File: config.mk
export PLATFORM = sky130hd
export DESIGN_NAME = pipeline_controller
export DESIGN_NICKNAME = d
export VERILOG_FILES = /design/src/rtl/pipeline_pkg.sv /design/src/rtl/pipeline_controller_sat_counter.sv /design/src/rtl/pipeline_controller.sv
export SDC_FILE = /design/constraint.sdc
export NUM_CORES = 1
export LEC_CHECK = 0
export ABC_AREA = 0
export BUFFER_PORTS_ARGS = -buffer_cell sky130_fd_sc_hd__buf_2
export CAP_MARGIN = 20
export CORE_UTILIZATION = 55
export DETAILED_ROUTE_END_ITERATION = 10
export PLACE_DENSITY_LB_ADDON = 0.05
export SYNTH_ARGS = -nofsm -noshare
export SYNTH_HDL_FRONTEND = slang
export SYNTH_SLANG_ARGS = --single-unit
File: constraint.sdc
create_clock -name clk -period 3.8 [get_ports clk]
set_input_delay 0.57 -clock clk [delete_from_list [all_inputs] [get_ports clk]]
set_output_delay 0.57 -clock clk [all_outputs]
set_load 0.1 [all_outputs]
File: src/rtl/pipeline_pkg.sv
// Shared definitions for the pipeline control path: controller states and the
// instruction constants also used by the hazard detection unit.
package pipeline_pkg;

  typedef enum logic [1:0] {
    RUN      = 2'd0,
    MEM_WAIT = 2'd1,
    HALT     = 2'd2
  } ctrl_state_t;

  // All-zero word decodes as sll $0,$0,0, so a cleared pipeline register is a NOP.
  localparam logic [31:0] NOP_INSTR = 32'h0000_0000;

  localparam logic [5:0] OPC_RTYPE = 6'h00;
  localparam logic [5:0] OPC_J     = 6'h02;
  localparam logic [5:0] OPC_BEQ   = 6'h04;
  localparam logic [5:0] OPC_BNE   = 6'h05;
  localparam logic [5:0] OPC_LW    = 6'h23;
  localparam logic [5:0] OPC_SW    = 6'h2b;

  function automatic logic is_mem_op(input logic [5:0] opcode);
    return (opcode == OPC_LW) || (opcode == OPC_SW);
  endfunction

endpackage

File: src/rtl/pipeline_controller_sat_counter.sv
// Saturating up-counter used for the stall and flush performance counters.
module sat_counter #(
  parameter int WIDTH = 32
) (
  input  logic             clk,
  input  logic             rst_n,
  input  logic             inc,
  output logic [WIDTH-1:0] count
);

  // NOTE: sequential state uses non-blocking assignments so every flop samples
  // pre-edge values regardless of block evaluation order.
  always_ff @(posedge clk or negedge rst_n) begin
    if (!rst_n) begin
      count <= '0;
    end else if (inc && (count != '1)) begin
      count <= count + WIDTH'(1);
    end
  end

endmodule

File: src/rtl/pipeline_controller.sv
// Five-stage pipeline control: stall/flush/bubble generation for hazards,
// taken branches, multi-cycle memory accesses and halt, plus perf counters.
module pipeline_controller
  import pipeline_pkg::*;
#(
  parameter int CNT_WIDTH   = 32,
  parameter int MEM_TIMEOUT = 255
) (
  input  logic                 clk,
  input  logic                 rst_n,
  input  logic                 is_hazard_detected,
  input  logic                 branch_taken_ID,
  input  logic                 mem_req_MEM,
  input  logic                 mem_ready,
  input  logic                 halt_WB,
  output logic                 pc_write_en,
  output logic                 if_id_write_en,
  output logic                 if_id_flush,
  output logic                 id_exe_bubble,
  output logic                 exe_mem_write_en,
  output logic                 mem_wb_bubble,
  output logic [CNT_WIDTH-1:0] stall_count,
  output logic [CNT_WIDTH-1:0] flush_count,
  output logic                 halted,
  output logic                 mem_timeout
);

  localparam int WAIT_W = $clog2(MEM_TIMEOUT + 1);

  ctrl_state_t       state, state_nxt;
  logic [WAIT_W-1:0] wait_cnt, wait_cnt_nxt;
  logic              timeout_nxt;
  logic              mem_stall;

  // NOTE: every signal written here gets a default first, so no path through
  // the decision tree can leave one unassigned and infer a latch.
  always_comb begin
    pc_write_en      = 1'b1;
    if_id_write_en   = 1'b1;
    if_id_flush      = 1'b0;
    id_exe_bubble    = 1'b0;
    exe_mem_write_en = 1'b1;
    mem_wb_bubble    = 1'b0;
    state_nxt        = state;
    wait_cnt_nxt     = wait_cnt;
    timeout_nxt      = mem_timeout;
    // Once waiting, only mem_ready matters: the frozen MEM stage still holds the access.
    mem_stall        = (state == MEM_WAIT) ? !mem_ready : (mem_req_MEM && !mem_ready);

    if (!rst_n || (state == HALT)) begin
      pc_write_en      = 1'b0;
      if_id_write_en   = 1'b0;
      exe_mem_write_en = 1'b0;
    end else if (halt_WB) begin
      pc_write_en      = 1'b0;
      if_id_write_en   = 1'b0;
      exe_mem_write_en = 1'b0;
      state_nxt        = HALT;
    end else if (mem_stall) begin
      pc_write_en      = 1'b0;
      if_id_write_en   = 1'b0;
      exe_mem_write_en = 1'b0;
      mem_wb_bubble    = 1'b1;
      if (state == RUN) begin
        state_nxt    = MEM_WAIT;
        wait_cnt_nxt = WAIT_W'(1);
      end else if (wait_cnt >= WAIT_W'(MEM_TIMEOUT)) begin
        state_nxt   = HALT;
        timeout_nxt = 1'b1;
      end else begin
        wait_cnt_nxt = wait_cnt + WAIT_W'(1);
      end
    end else begin
      state_nxt    = RUN;
      wait_cnt_nxt = '0;
      if (is_hazard_detected) begin
        // ID is re-evaluated next cycle, so a branch seen now is not yet final.
        pc_write_en    = 1'b0;
        if_id_write_en = 1'b0;
        id_exe_bubble  = 1'b1;
      end else if (branch_taken_ID) begin
        if_id_flush = 1'b1;
      end
    end
  end

  always_ff @(posedge clk or negedge rst_n) begin
    if (!rst_n) begin
      state       <= RUN;
      wait_cnt    <= '0;
      mem_timeout <= 1'b0;
    end else begin
      state       <= state_nxt;
      wait_cnt    <= wait_cnt_nxt;
      mem_timeout <= timeout_nxt;
    end
  end

  assign halted = (state == HALT);

  sat_counter #(.WIDTH(CNT_WIDTH)) u_stall_cnt (
    .clk   (clk),
    .rst_n (rst_n),
    .inc   (!pc_write_en && (state != HALT)),
    .count (stall_count)
  );

  sat_counter #(.WIDTH(CNT_WIDTH)) u_flush_cnt (
    .clk   (clk),
    .rst_n (rst_n),
    .inc   (if_id_flush),
    .count (flush_count)
  );

endmodule

==> results.toml, run 1 <==
[detailed_routing]
viasPerCell = 5.64
dr.pass1.iters = 5
drc_errors = 0
wirelength_um = 8720
via_count = 3251
postRouteAntennaNets = 0
dr.first_iter.drc_count = 149
wl_per_cell_um = 15.1

[placement]
gp_congestion = 0.803
io_buffers = 78
placed_cell_area_um2 = 4400
place_inst = 561
place_hpwl_um = 6010

[logic_synthesis]
synth_edf_count = 0
syn_nets = 406
async_flop_share_pct = 100
avgSynthCellArea_um2 = 9.91
netlist_area_um2 = 3920
yosysSeqAreaShare_pct = 47.8
yosysMostFrequentCell = "dfrtp_1"
synth_commonest_cells = "dfrtp_1, xor2_1, nand2_1"
synthCells = 396
yosys_register_bits = 75
ys_warn_count = 0
synth_area_leaders = "dfrtp_1, xor2_1, nor3_1, nand3_1, nand2_1"
synth_ff_type = "dfrtp_1"
yosysUniqueCellTypes = 48
synth_top_area_share_pct = 47.8
post-synth-top-area-cell = "dfrtp_1"

[clock_tree]
post_cts_buffers = 0
ctsHoldBuffers = 0
cts_tree = "yes"
cts-buffers-inserted = 9
postCtsResizedCells = 0
clk_latency_ps = 350
htreeDepth = 3
cts_sinks = 75
cts_root_buf = "clkbuf_8"
clkTransAtPathRegs_ps = 80
clk_path_buf_depth = 2

[global_route]
grt_pass1_vias = 3169
overflow = 0
grt_pass1_wl_um = 14700
track_usage_pct = 24.9
antenna_found_initial = 0
grt_max_degree = 75

[setup_path]
arrival_ps = 2480
startpoint = "state[0]$_DFFE_PN0P_"
r2r-start = "u_flush_cnt.count[20]$_DFFE_PN0P_"
critPathMaxFanout = 12
worstPathRequired_ps = 3230
cp-start-kind = "flip-flop"
worst_setup_path_end_kind = "output pin"
crit_type = "flip-flop to output pin"

[power]
internal-power_mw = 1.18
switching_share_pct = 39.6
power.switching_mw = 0.775
p_seq_share_pct = 46.6
combPwrFrac_pct = 26.1
clockPowerShare_pct = 27.3
leakagePower_nw = 2.39
vdd_drop_max_mv = 0.543
power_density_nw_per_um2 = 429

[timing]
post-route-min-period_ps = 3050
finalCritPeriodShare_pct = 80.2
maxSlewHeadroom_pct = 36.9
worst_pin_slew_ps = 940
fin_skew_ps = 10.4
hold_violations = 0
maxSlewViolCount = 0
clock.fmax_ghz = 0.328
finalSetupViolations = 0
rsz0062_at_grt = "false"
finalSetupTns_ps = 0

[finish]
nNetsFinal = 486
layoutNonFillerInstCount = 576
final_area_um2 = 4560
n_antenna_cell = 0
area_growth_pct = 16.2
fillerInstances = 619
drive_gt1_share_pct = 22.3

[floorplanning]
core_area_um2 = 6830
boundaryPins = 79
dieArea_um2 = 7470
dieWidth_um = 86.5
num_rows = 30
die_y_um = 86.5
initial_core_util_pct = 57.4

[job]
max_cap_viol_count = 0

[worst_hold_path]
hp-class = "primary input to async pin"

[run_status]
outcome = "complete, no violations"
## cell families (layout without fill, tap and decap cells)
family | Yosys count | in the layout | synth area share, %
adder cells (fa/ha/maj) | 3 | 3 | 0.957
AO/OA/AOI/OAI | 32 | 32 | 5.23
XOR/XNOR | 55 | 55 | 12.3
flip-flops | 75 | 75 | 47.8
AND/OR/NAND/NOR | 207 | 207 | 29.7
multiplexers | 7 | 7 | 1.98
buffers and inverters | 17 | 101 | 2.04
## flip-flops by register name (all words and copies together) (netlist names)
name	flops
wait_cnt	8
state	2
u_stall_cnt.count	32
mem_timeout	1
u_flush_cnt.count	32
## final timing paths
path / endpoint / slack [ps] / depth (start not counted)
hold / removal: state[1]$_DFFE_PN0P_ / 20 / 1
min in group clk: mem_timeout$_DFFE_PN0P_ / 480 / 1
hold reg to reg: mem_timeout$_DFFE_PN0P_ / 480 / 1
max in group asynchronous: u_stall_cnt.count[19]$_DFFE_PN0P_ / 2680 / 2
setup reg to reg: u_flush_cnt.count[1]$_DFFE_PN0P_ / 1150 / 5
setup / recovery: if_id_flush / 750 / 6
## layout by cell type, fill, tap and decap left out, types with 2 or more instances in the layout
cell type / count
buf_2: 77
dfrtp_1: 75
xor2_1: 52
nand2_1: 36
nor3_1: 32
nand3_1: 31
nor2_1: 24
nand4_1: 16
nor4_1: 16
o21ai_0: 11
clkbuf_8: 10
and3_1: 9
inv_1: 7
and2_1: 6
nand2b_1: 5
and4_1: 5
mux2_2: 5
nor3b_1: 5
a21oi_1: 4
nor4b_1: 4
o31ai_1: 4
nor2b_1: 3
xnor2_1: 3
a31oi_1: 3
ha_1: 3
clkinv_2: 3
o21ai_1: 2
or2_2: 2
nand3b_1: 2
nor4_4: 2
clkbuf_1: 2
buf_4: 2
## metal layers
| layer | part of all wire [%] | global-route usage (%) | vias up |
|---|---|---|---|
| li1 | - | - | 1587 |
| met1 | 47 | 33.9 | 1580 |
| met2 | 47 | 39.9 | 74 |
| met3 | 4.7 | 4.38 | 10 |
| met4 | 1.2 | 9.85 | 0 |
| met5 | 0 | 0 | - |
## area by class of cell
class / count / area, um^2 / area share [%]
repair buffers: 79 / 400 / 8.78
well taps: 96 / 120 / 2.64
clock buffers: 12 / 145 / 3.18
flip-flops and latches: 75 / 1880 / 41.2
clock inverters: 3 / 15.0 / 0.329
inverters: 7 / 26.3 / 0.576
multi-input cells: 304 / 1970 / 43.3
## power by group through the flow
stage                     clock network [mW]  logic (mW)  registers, mW
after floorplan                            0       0.141           1.20
after global routing                   0.571       0.541          0.921
final                                  0.534       0.511          0.912
after global placement                     0       0.506          0.924
after detailed placement                   0       0.512          0.927
after CTS                              0.544       0.514          0.912
## stage by stage
stage | hold WS [ps] | power [mW] | util [%] | worst slack, ps
2_1_floorplan | 274 | 1.34 | - | 227
3_3_place_gp | 384 | 1.43 | 64.4 | 1030
3_5_place_dp | 384 | 1.44 | 64.4 | 1020
4_1_cts | 19.9 | 1.97 | 66.7 | 752
5_1_grt | 25.4 | 2.03 | 66.7 | 553
6_report | 24.7 | 1.96 | 66.7 | 754
## worst max-delay path, stage by stage, from the launching register on
cell	delay, ps
dfrtp_1	490
nand2b_1	200
inv_1	110
nor4b_4	370
nand2_1	350
inv_1	160
buf_2	440
Power figures use the tool's default switching activity.
==> inputs of run 2 (changes only) <==
--- a/config.mk
+++ b/config.mk
@@ -5,7 +5,7 @@
 export SDC_FILE = /design/constraint.sdc
 export NUM_CORES = 1
 export LEC_CHECK = 0
-export ABC_AREA = 0
+export ABC_AREA = 1
 export BUFFER_PORTS_ARGS = -buffer_cell sky130_fd_sc_hd__buf_2
 export CAP_MARGIN = 20
 export CORE_UTILIZATION = 55
==> constraint.sdc (replaced) <==
create_clock -name clk -period 3.05 [get_ports clk]
set_input_delay 0.4575 -clock clk [delete_from_list [all_inputs] [get_ports clk]]
set_output_delay 0.4575 -clock clk [all_outputs]
set_load 0.1 [all_outputs]
==> results.toml, run 2 <==
[timing]
finalCritPeriodShare_pct = 74.4
post-route-min-period_ps = 2270
hold_violations = 0
rsz0062_at_grt = "false"
clock.fmax_ghz = 0.441
maxSlewViolCount = 0
fin_skew_ps = 11.6
finalSetupTns_ps = 0
maxSlewHeadroom_pct = 57.1
finalSetupViolations = 0
worst_pin_slew_ps = 642

[floorplanning]
initial_core_util_pct = 56.8
dieArea_um2 = 9930
num_rows = 35
dieWidth_um = 99.6
boundaryPins = 79
core_area_um2 = 9240
die_y_um = 99.6

[clock_tree]
clk_path_buf_depth = 2
ctsHoldBuffers = 0
clkTransAtPathRegs_ps = 80
cts_root_buf = "clkbuf_8"
htreeDepth = 3
clk_latency_ps = 360
postCtsResizedCells = 0
post_cts_buffers = 0
cts-buffers-inserted = 9
cts_sinks = 75
cts_tree = "yes"

[logic_synthesis]
yosys.area_share.adder_pct = 0.716
muxShareOfSynthArea_pct = 0
yosysMostFrequentCell = "nand2_1"
async_flop_share_pct = 100
synth_edf_count = 0
avgSynthCellArea_um2 = 6.30
synth_area_leaders = "dfrtp_1, nand2_1, nor2_1, inv_1, nand3_1"
synth_commonest_cells = "nand2_1, nor2_1, dfrtp_1, inv_1, nand3_1"
yosysUniqueCellTypes = 28
synth_xor_xnor_area_share_pct = 5.01
synth_top_family_by_area = "simple AND/OR/NAND/NOR gates"
yosys_register_bits = 75
yosysSeqAreaShare_pct = 35.8
netlist_area_um2 = 5240
ys_warn_count = 0
syn_nets = 843
synth-simple-area-share_pct = 49.0
synthCells = 833
post-synth-top-area-cell = "dfrtp_1"
synth_compound_area_share_pct = 1.41
synth_top_area_share_pct = 35.8
synth_ff_type = "dfrtp_1"

[setup_path]
crit_type = "flip-flop to output pin"
cp-start-kind = "flip-flop"
worst_setup_path_end_kind = "output pin"
worstPathRequired_ps = 2590
arrival_ps = 1810
critPathMaxFanout = 4

[global_route]
grt_pass1_wl_um = 22500
track_usage_pct = 28.7
grt_pass1_vias = 4880
overflow = 0
antenna_found_initial = 0
grt_max_degree = 41

[detailed_routing]
wirelength_um = 13300
dr.first_iter.drc_count = 222
postRouteAntennaNets = 0
viasPerCell = 4.98
wl_per_cell_um = 12.8
via_count = 5205
dr.pass1.iters = 5
drc_errors = 0

[finish]
final_area_um2 = 5930
area_growth_pct = 13.1
reg_top3 = "u_flush_cnt.count (32), u_stall_cnt.count (32), wait_cnt (8)"
drive_gt1_share_pct = 14.4
layoutNonFillerInstCount = 1045
layout_commonest_cell = "nand2_1"
final_cell_mix = "nand2_1, nor2_1, buf_2, inv_1, dfrtp_1"
n_antenna_cell = 0
fillerInstances = 867
nNetsFinal = 922

[run_status]
outcome = "complete, no violations"

[job]
max_cap_viol_count = 0

[placement]
place_inst = 1030
place_hpwl_um = 10000
placed_cell_area_um2 = 5690
gp_congestion = 0.984
io_buffers = 78

[power]
power.total_mw = 3.24
leakagePower_nw = 3.13
vdd_drop_max_mv = 0.575
power_density_nw_per_um2 = 546

[worst_hold_path]
hp-class = "primary input to async pin"
## run 2: logic make-up after synthesis
family / after synthesis
buffers and inverters: 90
flip-flops: 75
AND/OR/NAND/NOR: 621
adder cells (fa/ha/maj): 3
AO/OA/AOI/OAI: 14
XOR/XNOR: 30
## run 2: routing by layer
metal	part of all wire, %	global-route usage (%)
met1	44	35.4
met2	49	49.9
met3	4.6	3.72
met4	3.0	13.1
met5	0	0
## run 2: worst max-delay path, stage by stage (launching register included)
cell,delay [ps]
dfrtp_1,440
nand2_4,130
nand2_4,80
nor2_8,110
nand3_4,120
nor2_4,140
buf_2,440
## run 2: stage by stage
stage                     setup WS, ps  hold slack [ps]  util [%]
after global routing               683              230      64.2
after CTS                          741              208      64.2
after floorplan                    521              162         -
after global placement            1020              456      61.6
final                              781              209      64.2
after detailed placement           904              463      61.6
## run 2: layout make-up
cell class                      instances  area [um^2]  share of cell area, %
Sequential cell                        75         1880                   31.6
Timing Repair Buffer                   82          423                   7.13
Multi-Input combinational cell        668         2950                   49.7
Tap cell                              129          161                   2.72
Inverter                               76          285                   4.81
Clock buffer                            9          124                   2.09
Clock inverter                          6          115                   1.94
## run 2: worst paths after layout
check | from | end | slack (ps) | cells after the start
max reg2reg | u_stall_cnt.count[0]$_DFFE_PN0P_ | u_stall_cnt.count[0]$_DFFE_PN0P_ | 900 | 9
min in group clk | halt_WB | state[1]$_DFFE_PN0P_ | 430 | 3
max in group asynchronous | rst_n | u_stall_cnt.count[9]$_DFFE_PN0P_ | 1950 | 3
min reg2reg | mem_timeout$_DFFE_PN0P_ | mem_timeout$_DFFE_PN0P_ | 470 | 1
min | rst_n | u_stall_cnt.count[10]$_DFFE_PN0P_ | 210 | 2
max | state[1]$_DFFE_PN0P_ | if_id_flush | 780 | 6
## run 2: where the power goes
group	total [mW]	leakage, nW	internal, mW	switching [mW]
clock	0.950	0.115	0.542	0.408
combinational	1.11	1.98	0.199	0.911
sequential	1.18	1.04	1.07	0.114
total	3.24	3.13	1.81	1.43
